===== src/rtl/vdrive_scaled.sv =====
// Scaled video driver: maps beam position to VRAM coordinates (64x32 x4 or 128x64 x2),
// vertically centres the image and colours pixels through a writable palette (3-clk latency).
module vdrive_scaled #(
    parameter int                  PLANES   = 2,
    parameter int                  RGB_BITS = 3,
    parameter int                  SCREEN_H = 240,
    parameter logic [RGB_BITS-1:0] BORDER   = '0
) (
    input  logic                clk,
    input  logic                reset,
    input  logic [8:0]          hpos,
    input  logic [8:0]          vpos,
    input  logic                display_on,
    input  logic                vsync,
    input  logic                hires_req,
    input  logic                pal_we,
    input  logic [PLANES-1:0]   pal_idx,
    input  logic [RGB_BITS-1:0] pal_data,
    output logic [6:0]          vram_hpos,
    output logic [5:0]          vram_vpos,
    input  logic [PLANES-1:0]   vram_pixel,
    output logic [RGB_BITS-1:0] rgb,
    output logic                hires,
    output logic                frame_tick
);

    localparam int          N_PAL = 2 ** PLANES;
    localparam logic [8:0]  TOP   = 9'((SCREEN_H - 128) / 2);
    localparam logic [8:0]  BOT   = 9'((SCREEN_H - 128) / 2 + 128);

    logic                in_win;
    logic [6:0]          col_hi;
    logic [5:0]          row_hi;
    logic                vsync_prev;
    logic                vsync_rise;
    logic                don_d1, don_d2;
    logic                win_d1, win_d2;
    logic [RGB_BITS-1:0] pal [N_PAL];

    assign in_win     = !hpos[8] && (vpos >= TOP) && (vpos < BOT);
    // Hires coordinates; lores simply drops one more LSB of each.
    assign col_hi     = 7'(hpos >> 1);
    assign row_hi     = 6'((vpos - TOP) >> 1);
    assign vsync_rise = vsync && !vsync_prev;

    always_ff @(posedge clk) begin
        if (reset) begin
            vram_hpos  <= '0;
            vram_vpos  <= '0;
            rgb        <= '0;
            hires      <= 1'b0;
            frame_tick <= 1'b0;
            vsync_prev <= 1'b0;
            don_d1     <= 1'b0;
            don_d2     <= 1'b0;
            win_d1     <= 1'b0;
            win_d2     <= 1'b0;
            for (int i = 0; i < N_PAL; i++) begin
                pal[i] <= RGB_BITS'(i);
            end
        end else begin
            // Mode only changes at frame start, so a frame is never drawn in mixed modes.
            vsync_prev <= vsync;
            frame_tick <= vsync_rise;
            if (vsync_rise) begin
                hires <= hires_req;
            end

            don_d1 <= display_on;
            win_d1 <= in_win;
            don_d2 <= don_d1;
            win_d2 <= win_d1;

            if (in_win) begin
                if (hires) begin
                    vram_hpos <= col_hi;
                    vram_vpos <= row_hi;
                end else begin
                    vram_hpos <= {1'b0, col_hi[6:1]};
                    vram_vpos <= {1'b0, row_hi[5:1]};
                end
            end

            // Palette read sees the pre-write value when both hit the same entry.
            rgb <= don_d2 ? (win_d2 ? pal[vram_pixel] : BORDER) : '0;

            if (pal_we) begin
                pal[pal_idx] <= pal_data;
            end
        end
    end

endmodule


===== config.mk =====
export PLATFORM = sky130hd
export DESIGN_NAME = vdrive_scaled
export DESIGN_NICKNAME = d
export VERILOG_FILES = /design/src/rtl/vdrive_scaled.sv
export SDC_FILE = /design/constraint.sdc
export NUM_CORES = 1
export LEC_CHECK = 0
export ABC_AREA = 1
export BUFFER_PORTS_ARGS = -buffer_cell sky130_fd_sc_hd__buf_2
export CAP_MARGIN = 20
export CELL_PAD_IN_SITES_DETAIL_PLACEMENT = 0
export CELL_PAD_IN_SITES_GLOBAL_PLACEMENT = 1
export CORE_ASPECT_RATIO = 1.1
export CORE_MARGIN = 3
export CORE_UTILIZATION = 35
export DETAILED_ROUTE_END_ITERATION = 10
export PLACE_DENSITY = 0.75
export REMOVE_ABC_BUFFERS = 1
export SYNTH_ARGS = -nofsm -noshare
export SYNTH_HDL_FRONTEND = slang
export SYNTH_SLANG_ARGS = --single-unit

===== constraint.sdc =====
create_clock -name clk -period 1.5 [get_ports clk]
set_input_delay 0.3 -clock clk [delete_from_list [all_inputs] [get_ports clk]]
set_output_delay 0.3 -clock clk [all_outputs]
set_load 0.02 [all_outputs]

==> flow_metrics.py, run 1 <==
metrics = {
    "run_status": {
        "run_status": "finished, final reports clean",
    },
    "setup_path": {
        "r2r-start": "hires$_SDFFE_PP0P_",
        "cp.required_ns": 1.20,
        "criticalPathCategory": "reg -> out",
        "cp_data_arrival_time_ns": 1.02,
        "timing.reg2reg.setup_slack_ns": 0.38,
        "r2r-end": "vram_vpos[2]$_SDFFE_PP0P_",
        "critical_path.max_fanout": 16,
        "worst_r2r_path_depth": 7,
        "crit_path_end_kind": "output port",
        "setup.worst_path.start_class": "flop",
    },
    "placement": {
        "gpl.final_weighted_congestion": 0.765,
        "port-buffer-count": 47,
        "dpl_hpwl_mm": 2.59,
    },
    "layout": {
        "post_route_cells_drive_above_1_share": 0.323,
        "diodes": 0,
        "layout_common_cells": "47 x sky130_fd_sc_hd__buf_2, 41 x sky130_fd_sc_hd__nor2_1, 28 x sky130_fd_sc_hd__nand2_1",
        "nNetsFinal": 288,
        "area.growth.synth_to_final_pct": 23.7,
        "layout.cells.most_common": "sky130_fd_sc_hd__buf_2",
    },
    "detailed_routing": {
        "drt-total-wl_mm": 3.36,
        "initialDrtViolationCount": 77,
        "avgViaCountPerCell": 4.56,
        "detail-route-antenna-nets": 0,
        "drc": 0,
        "detail_route.first_pass.iterations": 4,
        "routed_wire_length_per_instance_um": 10.8,
        "detailroute.via_count": 1417,
    },
    "die": {
        "dieArea_mm2": 0.00570,
        "start_util": 0.378,
        "placementRows": 25,
        "floorplan_core_area_mm2": 0.00447,
        "floorplan.die.width_um": 72.3,
        "pin_count": 49,
        "chipHeight_um": 78.9,
    },
    "timing": {
        "share_of_the_clock_period_used_by_the_worst_path_after_layout": 0.880,
        "achievable-frequency_mhz": 758,
        "totalNegativeSetupSlack_ns": 0,
        "worst_pin_slew_ns": 0.451,
        "timing.final.crit_period_ns": 1.32,
        "finalHoldViolCount": 0,
        "final_clock_skew_ns": 0.00438,
        "rsz0062_at_grt": "false",
        "setup_viol_count_final": 0,
        "drv_slew": 0,
        "worst_case_headroom_to_the_max_slew_limit": 0.696,
    },
    "synthesis": {
        "synth_simple_gate_area_frac": 0.268,
        "post_synth_num_cell_types": 28,
        "post_synth_fa_ha_maj_area_fraction": 0.00740,
        "synth_top_family_by_area": "simple AND/OR/NAND/NOR gates",
        "synth-xor-area-share": 0.00518,
        "syn_area_mm2": 0.00169,
        "synthCells": 202,
        "synth_top_area_cell": "sky130_fd_sc_hd__dfxtp_1",
        "synth.area.mux_share": 0.0355,
        "synth_compound_gate_area_share": 0.0977,
        "synth.top_cells.by_area": "sky130_fd_sc_hd__dfxtp_1 27%, sky130_fd_sc_hd__edfxtp_1 21%, sky130_fd_sc_hd__nor2_1 9.1%",
        "yosys_warnings": 0,
        "yosys_register_bits": 35,
        "synth_seq_area_share": 0.486,
        "synth_top_area_share": 0.272,
        "asyncSetResetFlopFracSynth": 0,
        "dominantRegCellSynth": "sky130_fd_sc_hd__dfxtp_1",
        "count_of_flip_flops_with_a_built_in_enable_after_synthesis": 12,
        "synthesis.area_per_instance_um2": 8.37,
    },
    "hold_path": {
        "endpoint_with_the_worst_hold_slack": "don_d1$_SDFF_PP0_",
        "hold_depth": 3,
        "hold_class": "in -> reg",
        "min_from": "display_on",
    },
    "grt": {
        "grt_most_used_layer": "met2",
        "groute.layer.met3.usage": 0.0494,
        "via_count_of_the_first_global_routing_pass": 1367,
        "grt_max_degree": 19,
        "grtUsageTotal": 0.130,
        "grtUsageMet2": 0.222,
        "grt_antenna_before_repair": 0,
        "grt_util_met1": 0.147,
        "gr-total-overflow": 0,
        "grt_pass1_wl_mm": 5.84,
    },
    "clock_network": {
        "clk_root_buffer_cell": "sky130_fd_sc_hd__clkbuf_8",
        "ctsHtreeMaxLevel": 2,
        "clk_transition_reported_paths_ns": 0.07,
        "cts-buffers-inserted": 5,
        "cts_hold_bufs": 0,
        "post_cts.resized_instances": 0,
        "postCtsSetupBuffers": 0,
        "cts.path.max_buffers": 2,
        "tritoncts": "done",
        "clkLatencyLatePin_ns": 0.28,
        "clock-sinks": 35,
    },
    "job": {
        "max_cap_violations": 0,
    },
    "pwr": {
        "reported_leakage_power_nw": 0.984,
        "power_density_mw_per_mm2": 973,
        "totalPowerFinal_mw": 2.03,
        "power.ir.vdd_worst_mv": 0.432,
    },
}
==> state kept, by name (all words and copies together), names as in the netlist <==
signal	count
don_d1	1
don_d2	1
frame_tick	1
hires	1
pal	12
rgb	3
vram_hpos	7
vram_vpos	6
vsync_prev	1
win_d1	1
win_d2	1
==> worst max path at each step <==
stage	startpoint	endpoint	slack, ns	depth (start not counted)
final	hires$_SDFFE_PP0P_	hires	0.18	2
after global placement	vpos[3]	vram_vpos[4]$_SDFFE_PP0P_	-0.006	10
after global routing	hires$_SDFFE_PP0P_	hires	0.11	2
after CTS	hires$_SDFFE_PP0P_	hires	0.17	2
after detailed placement	vpos[3]	vram_vpos[4]$_SDFFE_PP0P_	-0.02	10
after floorplan	vpos[3]	vram_hpos[6]$_SDFFE_PP0P_	0.05	7
==> worst max-delay path: stages, from the launching register on <==
cell and delay, ns:
sky130_fd_sc_hd__dfxtp_1 0.31, sky130_fd_sc_hd__buf_4 0.22, sky130_fd_sc_hd__buf_2 0.20
==> through the flow <==
step	area, um2	std cells	hold WS, ns	utilization	setup slack, ns
2_1_floorplan	1610	193	0.369	-	0.0454
3_5_place_dp	2010	303	0.394	0.449	-0.0199
6_report	2090	311	0.214	0.467	0.180
5_1_grt	2090	311	0.236	0.467	0.115
3_3_place_gp	2010	303	0.391	0.449	-0.00597
4_1_cts	2090	311	0.211	0.467	0.168
==> logic make-up (layout without fill, tap and decap cells) <==
family                     Yosys count  in the layout
and+or+nand+nor                     99             99
DFF                                 35             35
xor gates and xnor gates             1              1
muxes                                6              6
buffers and inverters               32             87
AOI/OAI and AO/OA                   28             28
adders and majority gates            1              1
==> layout make-up <==
type	count	area (um2)
fill	476	2380
sequential	35	821
multi-input combinational	135	699
timing repair buffer	56	328
inverter	23	91.3
clock buffer	5	68.8
tap	54	67.6
clock inverter	3	15.0
==> per-layer routing <==
| metal | vias to the layer above | part of all wire |
|---|---|---|
| met2 | 41 | 0.47 |
| met4 | 0 | 0.016 |
| li1 | 756 | - |
| met1 | 614 | 0.43 |
| met3 | 6 | 0.080 |
| met5 | - | 0 |
==> cells in the mapped netlist, types with 2 or more instances <==
master and number:
sky130_fd_sc_hd__a21oi_1 16, sky130_fd_sc_hd__buf_2 3, sky130_fd_sc_hd__buf_6 5, sky130_fd_sc_hd__dfxtp_1 23
sky130_fd_sc_hd__edfxtp_1 12, sky130_fd_sc_hd__inv_1 17, sky130_fd_sc_hd__inv_2 5, sky130_fd_sc_hd__mux2i_1 6
sky130_fd_sc_hd__nand2_1 28, sky130_fd_sc_hd__nand2_2 3, sky130_fd_sc_hd__nand3_1 16, sky130_fd_sc_hd__nand3b_1 2
sky130_fd_sc_hd__nor2_1 41, sky130_fd_sc_hd__nor2_2 2, sky130_fd_sc_hd__nor2_4 2, sky130_fd_sc_hd__nor3_2 2
sky130_fd_sc_hd__o21ai_0 8
==> power breakdown <==
group / internal, mW / leakage, nW / switching, mW
registers: 1.03 / 0.306 / 0.0154
clock network: 0.317 / 0.0477 / 0.335
logic: 0.136 / 0.630 / 0.196
total: 1.49 / 0.984 / 0.546
(Power assumes the default switching activity.)
==> run 2: changes to the inputs <==
--- a/config.mk
+++ b/config.mk
@@ -5,7 +5,7 @@
 export SDC_FILE = /design/constraint.sdc
 export NUM_CORES = 1
 export LEC_CHECK = 0
-export ABC_AREA = 1
+export ABC_AREA = 0
 export BUFFER_PORTS_ARGS = -buffer_cell sky130_fd_sc_hd__buf_2
 export CAP_MARGIN = 20
 export CELL_PAD_IN_SITES_DETAIL_PLACEMENT = 0
@@ -14,7 +14,7 @@
 export CORE_MARGIN = 3
 export CORE_UTILIZATION = 35
 export DETAILED_ROUTE_END_ITERATION = 10
-export PLACE_DENSITY = 0.75
+export PLACE_DENSITY = 0.71
 export REMOVE_ABC_BUFFERS = 1
 export SYNTH_ARGS = -nofsm -noshare
 export SYNTH_HDL_FRONTEND = slang
==> run 2 against run 1 <==
Net effect:
- sequential share of layout area is 1.7 points lower
- critical path depth is 5 higher
- count of clock-buffer cells in the layout stayed put
- final cell count down 18%
- power rose by 3.7%
- maximum frequency shrank 7.0%
- sequential cell count unchanged
- sequential power about the same
- design area is 4.5% higher
- die area shrank 1.6%
- hold slack improved by 0.0090 ns
==> flow_metrics.py, run 2 <==
metrics = {
    "run_status": {
        "run_status": "finished, final reports clean",
    },
    "placement": {
        "gpl.final_weighted_congestion": 0.741,
        "dpl_hpwl_mm": 2.80,
        "port-buffer-count": 47,
    },
    "clock_network": {
        "clk_transition_reported_paths_ns": 0.08,
        "ctsHtreeMaxLevel": 2,
        "clock-sinks": 35,
        "tritoncts": "done",
        "cts.path.max_buffers": 2,
        "clk_root_buffer_cell": "sky130_fd_sc_hd__clkbuf_8",
        "cts_hold_bufs": 0,
        "clkLatencyLatePin_ns": 0.29,
        "cts-buffers-inserted": 5,
    },
    "synthesis": {
        "count_of_flip_flops_with_a_built_in_enable_after_synthesis": 12,
        "post_synth_num_cell_types": 38,
        "dominantRegCellSynth": "sky130_fd_sc_hd__dfxtp_1",
        "yosys_warnings": 0,
        "most_instantiated_library_cell_after_synthesis": "sky130_fd_sc_hd__dfxtp_1",
        "synthCells": 134,
        "synth.top_cells.by_area": "sky130_fd_sc_hd__dfxtp_1 28%, sky130_fd_sc_hd__edfxtp_1 22%, sky130_fd_sc_hd__mux2i_1 5.4%",
        "asyncSetResetFlopFracSynth": 0,
        "yosys_register_bits": 35,
        "synthesis.area_per_instance_um2": 12.4,
        "synth_top_area_cell": "sky130_fd_sc_hd__dfxtp_1",
        "syn_area_mm2": 0.00166,
        "synth.top_cells.by_count": "23 x sky130_fd_sc_hd__dfxtp_1, 12 x sky130_fd_sc_hd__edfxtp_1, 10 x sky130_fd_sc_hd__nor2b_1",
        "synth_seq_area_share": 0.494,
        "synth_top_area_share": 0.277,
    },
    "setup_path": {
        "criticalPathCategory": "in -> reg",
        "cp.required_ns": 1.71,
        "path_buf_inv": 2,
        "critical-path-slowest-cell": "sky130_fd_sc_hd__a211oi_2",
        "timing.critical_path.cells": "buf_2 > ha_2 > a21o_1 > a211oi_2 > buf_6 > a21oi_1 > a211oi_1",
        "critical_path.max_fanout": 7,
        "crit_path_end_kind": "flop",
        "cp_data_arrival_time_ns": 1.63,
        "cpLargestDelayFamily": "compound AO/OA/AOI/OAI gates",
        "setup.worst_path.start_class": "input port",
        "slowest_delay_ns": 0.30,
    },
    "detailed_routing": {
        "detail_route.first_pass.iterations": 4,
        "avgViaCountPerCell": 4.91,
        "routed_wire_length_per_instance_um": 15.2,
        "initialDrtViolationCount": 45,
        "drt-total-wl_mm": 3.89,
        "drc": 0,
        "detail-route-antenna-nets": 0,
        "detailroute.via_count": 1258,
    },
    "die": {
        "floorplan.die.width_um": 71.7,
        "placementRows": 25,
        "floorplan_core_area_mm2": 0.00444,
        "dieArea_mm2": 0.00561,
        "pin_count": 49,
        "start_util": 0.374,
        "chipHeight_um": 78.3,
    },
    "grt": {
        "grt_max_degree": 27,
        "grt_antenna_before_repair": 0,
        "grtUsageTotal": 0.148,
        "gr-total-overflow": 0,
        "grt_pass1_wl_mm": 6.25,
        "via_count_of_the_first_global_routing_pass": 1279,
    },
    "layout": {
        "fill_cell_instance_count_of_the_final_layout": 430,
        "top_register": "pal",
        "largest_registers": "pal: 12 flops, vram_hpos: 7 flops, vram_vpos: 6 flops",
        "post_route_cells_drive_above_1_share": 0.505,
        "layout.cells.most_common": "sky130_fd_sc_hd__buf_2",
        "area.growth.synth_to_final_pct": 31.5,
        "diodes": 0,
        "layout_common_cells": "47 x sky130_fd_sc_hd__buf_2, 23 x sky130_fd_sc_hd__dfxtp_1, 17 x sky130_fd_sc_hd__buf_4",
        "nNetsFinal": 233,
        "number_of_flip_flops_in_the_largest_register": 12,
        "multi_input_area_um2": 825,
        "final_util": 0.492,
        "area.sequential_um2": 821,
    },
    "timing": {
        "setup_viol_count_final": 0,
        "achievable-frequency_mhz": 705,
        "rsz0062_at_grt": "false",
        "finalHoldViolCount": 0,
        "worst_case_headroom_to_the_max_slew_limit": 0.534,
        "share_of_the_clock_period_used_by_the_worst_path_after_layout": 0.946,
        "worst_pin_slew_ns": 0.692,
        "totalNegativeSetupSlack_ns": 0,
        "hold_ws_ns": 0.223,
        "timing.final.crit_period_ns": 1.42,
        "final_clock_skew_ns": 0.00613,
        "drv_slew": 0,
    },
    "pwr": {
        "power_density_mw_per_mm2": 965,
        "power.ir.vdd_worst_mv": 0.314,
        "reported_leakage_power_nw": 0.867,
    },
    "job": {
        "max_cap_violations": 0,
    },
    "hold_path": {
        "hold_class": "in -> reg",
    },
}
run 2: cell types whose count changed after synthesis, sizes merged, moves of 8 or more:
cell and change:
a211oi +10, and2 +8, inv -21, nand2 -30, nand3 -15, nor2 -42, nor2b +10
run 2: where the power goes:
part / internal [mW] / switching, mW / leakage, nW
clock: 0.332 / 0.374 / 0.0443
sequential: 1.03 / 0.0217 / 0.305
combinational: 0.163 / 0.186 / 0.517
total: 1.53 / 0.582 / 0.867
run 2: final timing paths:
path	from	endpoint	slack [ns]	cells past startpoint
min reg2reg	vsync_prev$_SDFF_PP0_	frame_tick$_SDFF_PP0_	0.43	1
max reg2reg	pal[2][2]$_SDFFCE_PN0P_	rgb[2]$_SDFF_PP0_	0.40	2
min	display_on	don_d1$_SDFF_PP0_	0.22	2
max	vpos[3]	vram_vpos[0]$_SDFFE_PP0P_	0.08	7
run 2: timing repair:
item | in CTS | in global routing
setup endpoints to repair | 12 | 10
buffers inserted | 1 | 0
cloned | 1 | 1
pin swaps | 1 | 2
resized for setup | 0 | 3
run 2: stage by stage:
stage,area (um2),setup slack [ns],std cells,power [mW]
after floorplan,1610,-0.392,127,1.25
after global placement,2040,-0.286,245,1.40
after detailed placement,2040,-0.351,245,1.41
after CTS,2160,0.0231,255,2.13
after global routing,2180,0.0159,256,2.21
final,2180,0.0806,256,2.11
run 2: cell families after synthesis:
family,count (synthesis),synth area share
compound gates,36,0.204
xor+xnor,2,0.0105
fa+ha+maj,1,0.00753
buf+inv,8,0.0324
flops,35,0.494
mux,12,0.0949
simple gates,40,0.157
run 2: worst reg2reg max path, cell delays in order (launching register included):
cell	delay [ns]
sky130_fd_sc_hd__edfxtp_1	0.39
sky130_fd_sc_hd__mux4_2	0.46
sky130_fd_sc_hd__nor2b_1	0.14
run 2: metal layers:
layer | wire [um] | track usage | up-vias
li1 | - | - | 633
met1 | 1600 | 0.164 | 593
met2 | 2080 | 0.260 | 30
met3 | 181 | 0.0410 | 2
met4 | 36 | 0.0620 | 0
met5 | 0 | 0 | -
run 2: final cells by class:
class                   count  area share
multi-input cells          93       0.377
flip-flops and latches     35       0.376
repair buffers             65       0.171
clock buffers               5      0.0315
well taps                  54      0.0309
clock inverters             3      0.0115
inverters                   1     0.00172
==> run 3: changes to the inputs <==
--- a/config.mk
+++ b/config.mk
@@ -14,7 +14,7 @@
 export CORE_MARGIN = 3
 export CORE_UTILIZATION = 35
 export DETAILED_ROUTE_END_ITERATION = 10
-export PLACE_DENSITY = 0.71
+export PLACE_DENSITY = 0.81
 export REMOVE_ABC_BUFFERS = 1
 export SYNTH_ARGS = -nofsm -noshare
 export SYNTH_HDL_FRONTEND = slang
==> run 3 against run 2 <==
Net effect:
- largest power group unchanged
- via count up 1.4%
- sequential power is essentially flat
- global-route usage is 0.19 points lower
- critical path type unchanged
- first-iteration DRC count fell by 44%
- die area unchanged
==> flow_metrics.py, run 3 (synthesized netlist as in run 2, its figures left out) <==
metrics = {
    "die": {
        "floorplan_core_area_mm2": 0.00444,
        "start_util": 0.374,
        "pin_count": 49,
        "chipHeight_um": 78.3,
        "placementRows": 25,
        "floorplan.die.width_um": 71.7,
        "dieArea_mm2": 0.00561,
    },
    "detailed_routing": {
        "avgViaCountPerCell": 5.00,
        "routed_wire_length_per_instance_um": 14.9,
        "initialDrtViolationCount": 25,
        "drc": 0,
        "detail-route-antenna-nets": 0,
        "detailroute.via_count": 1276,
        "drt-total-wl_mm": 3.80,
        "detail_route.first_pass.iterations": 4,
    },
    "layout": {
        "number_of_flip_flops_in_the_largest_register": 12,
        "fill_cell_instance_count_of_the_final_layout": 426,
        "area.growth.synth_to_final_pct": 30.1,
        "nNetsFinal": 232,
        "layout.cells.most_common": "sky130_fd_sc_hd__buf_2",
        "diodes": 0,
        "final_util": 0.487,
        "layout_common_cells": "47 x sky130_fd_sc_hd__buf_2, 23 x sky130_fd_sc_hd__dfxtp_1, 17 x sky130_fd_sc_hd__buf_4",
        "area.sequential_um2": 821,
        "post_route_cells_drive_above_1_share": 0.498,
        "multi_input_area_um2": 803,
        "top_register": "pal",
        "final_design_area_no_fill_mm2": 0.00216,
        "largest_registers": "pal: 12 flops, vram_hpos: 7 flops, vram_vpos: 6 flops",
        "fin_cells": 255,
    },
    "setup_path": {
        "setup.worst_path.start_class": "input port",
        "cp_data_arrival_time_ns": 1.61,
        "criticalPathCategory": "in -> reg",
        "cp.required_ns": 1.67,
        "critical_path.max_fanout": 10,
        "crit_path_end_kind": "flop",
    },
    "clock_network": {
        "cts_hold_bufs": 0,
        "cts-buffers-inserted": 5,
        "clk_transition_reported_paths_ns": 0.07,
        "clkLatencyLatePin_ns": 0.29,
        "clk_root_buffer_cell": "sky130_fd_sc_hd__clkbuf_8",
        "clock-sinks": 35,
        "cts.path.max_buffers": 2,
        "tritoncts": "done",
        "ctsHtreeMaxLevel": 2,
    },
    "timing": {
        "rsz0062_at_grt": "true",
        "timing.final.crit_period_ns": 1.44,
        "setup_viol_count_final": 0,
        "final_clock_skew_ns": 0.00731,
        "worst_case_headroom_to_the_max_slew_limit": 0.500,
        "worst_pin_slew_ns": 0.741,
        "totalNegativeSetupSlack_ns": 0,
        "achievable-frequency_mhz": 694,
        "finalHoldViolCount": 0,
        "drv_slew": 0,
        "share_of_the_clock_period_used_by_the_worst_path_after_layout": 0.960,
    },
    "pwr": {
        "combinationalPowerShare": 0.164,
        "seq_power_share": 0.505,
        "p_switching_mw": 0.565,
        "power_density_mw_per_mm2": 967,
        "reported_leakage_power_nw": 0.860,
        "p_clk_frac": 0.331,
        "power.ir.vdd_worst_mv": 0.470,
        "internal-power_mw": 1.53,
        "switching_share": 0.270,
        "totalPowerFinal_mw": 2.09,
    },
    "run_status": {
        "run_status": "finished, final reports clean",
    },
    "hold_path": {
        "hold_class": "in -> reg",
    },
    "grt": {
        "grt_max_degree": 19,
        "grt_antenna_before_repair": 0,
        "grt_pass1_wl_mm": 6.34,
        "grtUsageTotal": 0.146,
        "gr-total-overflow": 0,
        "via_count_of_the_first_global_routing_pass": 1391,
    },
    "placement": {
        "port-buffer-count": 47,
        "gpl.final_weighted_congestion": 0.762,
        "dpl_hpwl_mm": 2.90,
        "placed_cell_area_mm2": 0.00204,
        "dp.cells": 245,
    },
    "job": {
        "max_cap_violations": 0,
    },
}
## run 3: per-layer routing
layer,vias to the layer above,GRT usage,wire length (um)
met5,-,0,0
li1,632,-,-
met2,24,0.269,2080
met3,8,0.0346,137
met1,612,0.150,1480
met4,0,0.0733,102
## run 3: worst paths after layout
check / from / end / slack (ns) / cells after the start
setup / recovery: vpos[3] / vram_hpos[4]$_SDFFE_PP0P_ / 0.06 / 6
setup reg to reg: pal[3][2]$_DFFE_PP_ / rgb[2]$_SDFF_PP0_ / 0.40 / 2
hold reg to reg: vsync_prev$_SDFF_PP0_ / frame_tick$_SDFF_PP0_ / 0.42 / 1
hold / removal: display_on / don_d1$_SDFF_PP0_ / 0.23 / 2
## run 3: per-stage QoR
step                      setup WS, ns  hold slack, ns
after global placement          -0.262           0.403
after global routing          -0.00201           0.236
after detailed placement        -0.322           0.416
after CTS                       0.0609           0.221
after floorplan                 -0.392           0.365
final                           0.0596           0.232
## run 3: timing repair
item                                    4_1_cts  5_1_grt
endpoints found under the setup margin        4        6
pin swaps                                     1        0
setup buffers                                 1        0
gates resized for setup                       0        1
gates cloned                                  1        0
## run 3: critical path, stage by stage
cell and delay [ns]:
sky130_fd_sc_hd__buf_2 0.11, sky130_fd_sc_hd__ha_1 0.24, sky130_fd_sc_hd__a21o_1 0.22, sky130_fd_sc_hd__a211o_2 0.42, sky130_fd_sc_hd__nor2_8 0.21, sky130_fd_sc_hd__a211oi_2 0.10
## run 3: layout make-up
class | count | area share
Sequential cell | 35 | 0.380
Inverter | 1 | 0.00174
Clock inverter | 3 | 0.0110
Clock buffer | 5 | 0.0318
Multi-Input combinational cell | 92 | 0.372
Tap cell | 54 | 0.0313
Timing Repair Buffer | 65 | 0.173
## run 3: power groups by stage
stage	clock [mW]	sequential (mW)	combinational [mW]
global placement	0	1.07	0.323
detailed placement	0	1.08	0.337
finish	0.692	1.06	0.342
global route	0.756	1.06	0.373
CTS	0.715	1.06	0.344
floorplan	0	1.11	0.148
